$ cat config.mk
export PLATFORM = sky130hd
export DESIGN_NAME = fwd_hazard_unit
export DESIGN_NICKNAME = d
export VERILOG_FILES = /design/src/rtl/fwd_hazard_unit_pkg.sv /design/src/rtl/fwd_decode.sv /design/src/rtl/fwd_hazard_unit.sv
export SDC_FILE = /design/constraint.sdc
export NUM_CORES = 1
export LEC_CHECK = 0
export CAP_MARGIN = 20
export CELL_PAD_IN_SITES_DETAIL_PLACEMENT = 0
export CELL_PAD_IN_SITES_GLOBAL_PLACEMENT = 2
export CORE_MARGIN = 4
export CORE_UTILIZATION = 29
export CTS_CLUSTER_DIAMETER = 80
export DETAILED_ROUTE_END_ITERATION = 8
export PLACE_DENSITY_LB_ADDON = 0.1
export SLEW_MARGIN = 5
export SYNTH_ARGS = -nofsm -noshare
export SYNTH_HDL_FRONTEND = slang
export SYNTH_SLANG_ARGS = --single-unit
$ cat constraint.sdc
create_clock -name clk -period 1.7 [get_ports clk]
set_input_delay 0.255 -clock clk [delete_from_list [all_inputs] [get_ports clk]]
set_output_delay 0.255 -clock clk [all_outputs]
set_load 0.03 [all_outputs]
$ cat src/rtl/fwd_hazard_unit_pkg.sv
// Shared opcode encodings, operand-class bits and the opcode classifier for
// the forwarding/hazard unit and its decoder.
package fwd_hazard_unit_pkg;

   localparam int REG_N_DEF    = 4;
   localparam int OPCODE_W_DEF = 5;

   typedef enum logic [4:0] {
      OP_ADD  = 5'd0,
      OP_MUL  = 5'd1,
      OP_AND  = 5'd2,
      OP_ORR  = 5'd3,
      OP_XOR  = 5'd4,
      OP_STR  = 5'd5,
      OP_CMP  = 5'd6,
      OP_MOV  = 5'd7,
      OP_LDR  = 5'd8,
      OP_NOT  = 5'd9,
      OP_ADDI = 5'd10,
      OP_LSR  = 5'd11,
      OP_LSL  = 5'd12,
      OP_ASR  = 5'd13,
      OP_BLX  = 5'd14,
      OP_PUSH = 5'd15,
      OP_POP  = 5'd16,
      OP_LDRL = 5'd17,
      OP_LDRH = 5'd18
   } opcode_e;

   // Class-bit positions inside an operand-class word.
   localparam int CB_USE_A      = 0;
   localparam int CB_USE_B      = 1;
   localparam int CB_SRC_A_IS_B = 2;
   localparam int CB_HAS_DST    = 3;
   localparam int CB_DST_LINK   = 4;
   localparam int CB_IS_LOAD    = 5;
   localparam int CLS_W         = 6;

   localparam logic [CLS_W-1:0] CLS_NONE   = 6'b000000;
   localparam logic [CLS_W-1:0] CLS_ALU    = 6'b001011;
   localparam logic [CLS_W-1:0] CLS_STORE  = 6'b000011;
   localparam logic [CLS_W-1:0] CLS_MOVE   = 6'b001010;
   localparam logic [CLS_W-1:0] CLS_LOAD_B = 6'b101010;
   localparam logic [CLS_W-1:0] CLS_UNARY  = 6'b001001;
   localparam logic [CLS_W-1:0] CLS_LINK   = 6'b011001;
   localparam logic [CLS_W-1:0] CLS_PUSH   = 6'b000001;
   localparam logic [CLS_W-1:0] CLS_POP    = 6'b101000;
   localparam logic [CLS_W-1:0] CLS_CONST  = 6'b001000;

   function automatic logic [CLS_W-1:0] op_class(input logic [31:0] op);
      logic [CLS_W-1:0] cls;
      case (op)
         32'(OP_ADD), 32'(OP_MUL), 32'(OP_AND),
         32'(OP_ORR), 32'(OP_XOR):                 cls = CLS_ALU;
         32'(OP_STR), 32'(OP_CMP):                 cls = CLS_STORE;
         32'(OP_MOV):                              cls = CLS_MOVE;
         32'(OP_LDR):                              cls = CLS_LOAD_B;
         32'(OP_NOT), 32'(OP_ADDI), 32'(OP_LSR),
         32'(OP_LSL), 32'(OP_ASR):                 cls = CLS_UNARY;
         32'(OP_BLX):                              cls = CLS_LINK;
         32'(OP_PUSH):                             cls = CLS_PUSH;
         32'(OP_POP):                              cls = CLS_POP;
         32'(OP_LDRL), 32'(OP_LDRH):               cls = CLS_CONST;
         default:                                  cls = CLS_NONE;
      endcase
      return cls;
   endfunction

endpackage

$ cat src/rtl/fwd_decode.sv
// Combinational opcode decoder: which register fields are read, which one is
// written, and whether the result comes from memory.
module fwd_decode
   import fwd_hazard_unit_pkg::*;
#(
   parameter int                REG_N    = REG_N_DEF,
   parameter int                OPCODE_W = OPCODE_W_DEF,
   parameter logic [REG_N-1:0]  LINK_REG = {REG_N{1'b1}}
) (
   input  logic [OPCODE_W-1:0] opcode,
   input  logic [REG_N-1:0]    nREGA,
   input  logic [REG_N-1:0]    nREGB,
   output logic [REG_N-1:0]    src_a,
   output logic [REG_N-1:0]    src_b,
   output logic                use_a,
   output logic                use_b,
   output logic [REG_N-1:0]    dst,
   output logic                has_dst,
   output logic                is_load
);

   logic [CLS_W-1:0] cls;

   always_comb begin
      cls     = op_class(32'(opcode));
      use_a   = cls[CB_USE_A];
      use_b   = cls[CB_USE_B];
      has_dst = cls[CB_HAS_DST];
      is_load = cls[CB_IS_LOAD];
      src_a   = cls[CB_SRC_A_IS_B] ? nREGB : nREGA;
      src_b   = nREGB;
      dst     = cls[CB_DST_LINK] ? LINK_REG : nREGA;
   end

endmodule

$ cat src/rtl/fwd_hazard_unit.sv
// Forwarding select and load-use stall generation over the last FWD_DEPTH
// issued destinations. Define FWD_HAZARD_STATS_EN to add fwd_cnt/stall_cnt.
module fwd_hazard_unit
   import fwd_hazard_unit_pkg::*;
#(
   parameter int               REG_N     = REG_N_DEF,
   parameter int               OPCODE_W  = OPCODE_W_DEF,
   parameter int               FWD_DEPTH = 2,
   parameter int               LOAD_GAP  = 1,
   parameter logic [REG_N-1:0] LINK_REG  = {REG_N{1'b1}},
   localparam int              SEL_W     = $clog2(FWD_DEPTH + 1)
) (
   input  logic                clk,
   input  logic                reset,
   input  logic                in_valid,
   input  logic [OPCODE_W-1:0] opcode,
   input  logic [REG_N-1:0]    nREGA,
   input  logic [REG_N-1:0]    nREGB,
   input  logic                flush,
   output logic                stall,
   output logic [SEL_W-1:0]    fwd_sel_a,
   output logic [SEL_W-1:0]    fwd_sel_b,
   output logic                fwd_en
`ifdef FWD_HAZARD_STATS_EN
   ,
   output logic [15:0]         fwd_cnt,
   output logic [15:0]         stall_cnt
`endif
);

   // Handshake: an instruction issues on a clock edge where in_valid=1 and
   // stall=0; while stall=1 upstream must present the same instruction again.

   logic [REG_N-1:0] src_a, src_b, dst;
   logic             use_a, use_b, has_dst, is_load;

   fwd_decode #(
      .REG_N    (REG_N),
      .OPCODE_W (OPCODE_W),
      .LINK_REG (LINK_REG)
   ) u_decode (
      .opcode  (opcode),
      .nREGA   (nREGA),
      .nREGB   (nREGB),
      .src_a   (src_a),
      .src_b   (src_b),
      .use_a   (use_a),
      .use_b   (use_b),
      .dst     (dst),
      .has_dst (has_dst),
      .is_load (is_load)
   );

   logic [FWD_DEPTH:1] h_valid;
   logic [FWD_DEPTH:1] h_load;
   logic [REG_N-1:0]   h_dst [1:FWD_DEPTH];
   logic [FWD_DEPTH:1] hit_a, hit_b;

   for (genvar k = 1; k <= FWD_DEPTH; k++) begin : g_cmp
      assign hit_a[k] = h_valid[k] && (h_dst[k] == src_a);
      assign hit_b[k] = h_valid[k] && (h_dst[k] == src_b);
   end

   logic [SEL_W-1:0] match_a, match_b, sel_a_next, sel_b_next;
   logic             late_a, late_b, hazard;

   // Scan oldest to youngest so the youngest hit is the one that sticks.
   always_comb begin
      match_a = '0;
      match_b = '0;
      late_a  = 1'b0;
      late_b  = 1'b0;
      for (int k = FWD_DEPTH; k >= 1; k--) begin
         if (hit_a[k]) begin
            match_a = SEL_W'(k);
            late_a  = h_load[k] && (k <= LOAD_GAP);
         end
         if (hit_b[k]) begin
            match_b = SEL_W'(k);
            late_b  = h_load[k] && (k <= LOAD_GAP);
         end
      end
      sel_a_next = (in_valid && use_a) ? match_a : '0;
      sel_b_next = (in_valid && use_b) ? match_b : '0;
      hazard     = in_valid && ((use_a && late_a) || (use_b && late_b));
      stall      = hazard && !flush && !reset;
   end

   always_ff @(posedge clk) begin
      if (reset || flush) begin
         h_valid   <= '0;
         h_load    <= '0;
         fwd_sel_a <= '0;
         fwd_sel_b <= '0;
         fwd_en    <= 1'b0;
      end else begin
         for (int k = FWD_DEPTH; k >= 2; k--) begin
            h_valid[k] <= h_valid[k-1];
            h_load[k]  <= h_load[k-1];
            h_dst[k]   <= h_dst[k-1];
         end
         h_valid[1] <= in_valid && has_dst && !stall;
         h_load[1]  <= is_load;
         h_dst[1]   <= dst;
         fwd_sel_a  <= stall ? '0 : sel_a_next;
         fwd_sel_b  <= stall ? '0 : sel_b_next;
         fwd_en     <= !stall && ((|sel_a_next) || (|sel_b_next));
      end
   end

`ifdef FWD_HAZARD_STATS_EN
   // Counters survive flush; only reset clears them.
   always_ff @(posedge clk) begin
      if (reset) begin
         fwd_cnt   <= '0;
         stall_cnt <= '0;
      end else begin
         if (fwd_en && (fwd_cnt != 16'hFFFF))
            fwd_cnt <= fwd_cnt + 16'd1;
         if (stall && (stall_cnt != 16'hFFFF))
            stall_cnt <= stall_cnt + 16'd1;
      end
   end
`endif

endmodule

==> results of run 1 <==
==> cell usage after synthesis, drive strengths merged <==
cell / instances / area (um^2)
a2111oi: 1 / 27.53
a211oi: 1 / 12.51
a21o: 1 / 7.510
a21oi: 3 / 18.77
and2: 2 / 15.02
and3: 1 / 7.510
and3b: 1 / 8.760
and4b: 1 / 10.01
dfxtp: 8 / 160.2
edfxtp: 8 / 240.2
ha: 3 / 37.54
inv: 5 / 18.77
nand2: 3 / 11.26
nand2b: 5 / 31.28
nand3: 8 / 40.04
nand3b: 1 / 7.510
nand4b: 1 / 8.760
nor2: 7 / 26.28
nor3: 6 / 35.03
o211ai: 1 / 7.510
o21ai: 3 / 15.01
o2bb2ai: 1 / 8.760
xnor2: 11 / 96.34
xor2: 6 / 52.55
==> final cells by class <==
class	count	area (um^2)	share of cell area
multi-input cells	67	505.5	0.3480
inverters	5	18.77	0.01292
repair buffers	51	436.7	0.3006
well taps	44	55.05	0.03790
clock buffers	4	36.28	0.02498
flip-flops and latches	16	400.4	0.2756
==> power by group <==
part	total [mW]	internal [mW]	switching, mW	leakage (nW)
logic	0.186	0.112	0.0740	0.409
registers	0.428	0.418	0.0100	0.140
clock network	0.255	0.130	0.125	0.0210
total	0.869	0.660	0.209	0.570
==> metrics by stage <==
step	TNS, ps	power [mW]
2_1_floorplan	0	0.5052
3_3_place_gp	-1938	0.6184
3_5_place_dp	-2255	0.6203
4_1_cts	-372.9	0.8818
5_1_grt	-483.1	0.9162
6_report	-342.6	0.8692
==> worst max-delay path: cells and delay by family <==
family / cells / cell delay [ps]
compound gates: 1 / 100
simple gates: 3 / 510
buf+inv: 3 / 740
xor+xnor: 1 / 180
==> state kept, by name (all words and copies together) (netlist names) <==
name and count:
h_dst 8, h_valid 2, fwd_sel_b 2, fwd_sel_a 2, h_load 1, fwd_en 1
==> cells by family after synthesis <==
| logic type | count (synthesis) | synth area share |
|---|---|---|
| AND/OR/NAND/NOR | 36 | 0.2227 |
| XOR/XNOR | 17 | 0.1646 |
| adder cells (fa/ha/maj) | 3 | 0.04150 |
| flip-flops | 16 | 0.4426 |
| buffers and inverters | 5 | 0.02075 |
| AO/OA/AOI/OAI | 11 | 0.1079 |
==> worst min path at each step <==
stage | startpoint | endpoint | slack, ps | cells after the start
2_1_floorplan | opcode[4] | h_load[1]$_SDFF_PP0_ | 430 | 2
3_3_place_gp | h_load[1]$_SDFF_PP0_ | fwd_sel_b[0]$_SDFF_PP0_ | 480 | 1
3_5_place_dp | h_load[1]$_SDFF_PP0_ | fwd_sel_b[0]$_SDFF_PP0_ | 480 | 1
4_1_cts | h_load[1]$_SDFF_PP0_ | fwd_sel_b[0]$_SDFF_PP0_ | 510 | 1
5_1_grt | h_load[1]$_SDFF_PP0_ | fwd_sel_b[0]$_SDFF_PP0_ | 550 | 1
6_report | h_load[1]$_SDFF_PP0_ | fwd_sel_b[0]$_SDFF_PP0_ | 510 | 1
==> timing repair <==
action	in CTS	in global routing
resized for setup	4	2
endpoints found under the setup margin	4	4
hold endpoints to repair	0	0
pin swaps	4	0
buffers inserted	3	0
==> metal layers <==
layer	part of all wire	vias up
met4	0	0
met2	0.55	15
li1	-	417
met3	0.042	0
met5	0	-
met1	0.41	380
==> reports/results.txt, run 1 <==
Total Wirelength: 2173 um
clock root cell: clkbuf_4
Crit-path slowest cell: clkdlybuf4s50_1
Overflow after GRT: 0
GR met2 Demand/Resource: 0.1923
H-tree depth: 1
Final Util: 0.4798
initial antenna violation count: 0
most common cell after layout, fill and taps aside: buf_4
fin crit share: 1.202
GRT Overall Usage: 0.1087
total leakage power: 0.5703 nW
hold buffers post-CTS: 0
setup slack at placement: -473.8 ps
Critical Path End: stall
worst setup path category: in2out
number of global-route vias before repair: 791
Max-Cap Viols: 0
hold crit path type: reg2reg
largest net degree at the start of global routing: 13
R2R Setup Slk: 40 ps
placed instance area: 1380 um^2
Pwr Density: 598.4 nW/um^2
Post-Route Skew: 1.008 ps
Tmin final: 2043 ps
met1 Use GR: 0.1243
startpoint types: input port
Worst-Margin Slew: 313.6 ps
Final Setup Violations: 1
diode count: 0
Cell variety after synth: 28
Worst-Skew Late Latency: 290 ps
YS warnings: 0
Peak VDD IR: 0.1842 mV
share of layout cells above drive strength 1: 0.3077
final setup margin: -342.6 ps
fmax: 489.6 MHz
Hold Fails Final Rpt: 0
worst reg2reg endpoint: fwd_en$_SDFF_PP0_
Fill cells: 303
die area: 4077 um^2
most frequent cells in the layout: buf_4, clkdlybuf4s50_1, xnor2_1
core box area: 3028 um^2
number of vias per cell: 4.342
failing checks: setup timing
status: complete, but fails checks
Setup crit start: nREGA[3]
startpoint of the worst register-to-register path: h_dst[1][0]$_SDFFCE_PP1N_
Detailed Routing Iterations Pass 1: 4
Buffers on Ports: 22
num ports: 23
CTS clk-pin slew, worst paths: 100 ps
mapped cell area: 904.6 um^2
clock sinks: 16
vias after detailed routing: 812
Die Y: 63.85 um
syn_area_per_cell: 10.28 um^2
CP cell instances: clkdlybuf4s50_1 > xor2_1 > nor3_1 > buf_4 > and4b_1 > o21ai_2 > nor2_4 > buf_6
register bit count reported by yosys: 16
Pins Over Slew Limit: 0
Placer Congestion: 0.7545
CTS Buf Count: 3
Slew headroom: 0.7910
Detail Route Antenna Nets: 0
Worst EP required: 1440 ps
HPWL Detailed: 1774 um
Syn Nets: 108
Finished Cell Area: 1453 um^2
crit path DAT: 1790 ps
Routed WL per cell: 11.62 um
first-pass GRT wire length: 3367 um
CP Max Fanout: 3
global route hottest layer: met2
initial drt markers: 16
CTS tree: done
RSZ-0062 raised after global routing: yes
Die W: 63.85 um
layout net count: 164
met3 Track Usage GR: 0.01757
Syn-to-layout area delta: 60.58%
Bufs on Longest Clock Path: 2
CP Capture Type: output port
worst hold-check slack: 510.5 ps
sequential-to-total area share from yosys stat: 0.4426
Finished Layout Cells: 187
dpl cells: 180
Critical Path Max Stage Delay: 460 ps
starting density of the core: 0.2988
cells on worst reg2reg path: 7
Site Rows: 20
Synth Instances: 88
# DRC: 0
No activity file was read; power rests on OpenSTA's default activity.
==> inputs of run 2 (changes only) <==
Settings changed: SLEW_MARGIN 5 to 20.
==> results of run 2 <==
Final layout, timing and power as in run 1 (identical DEF).
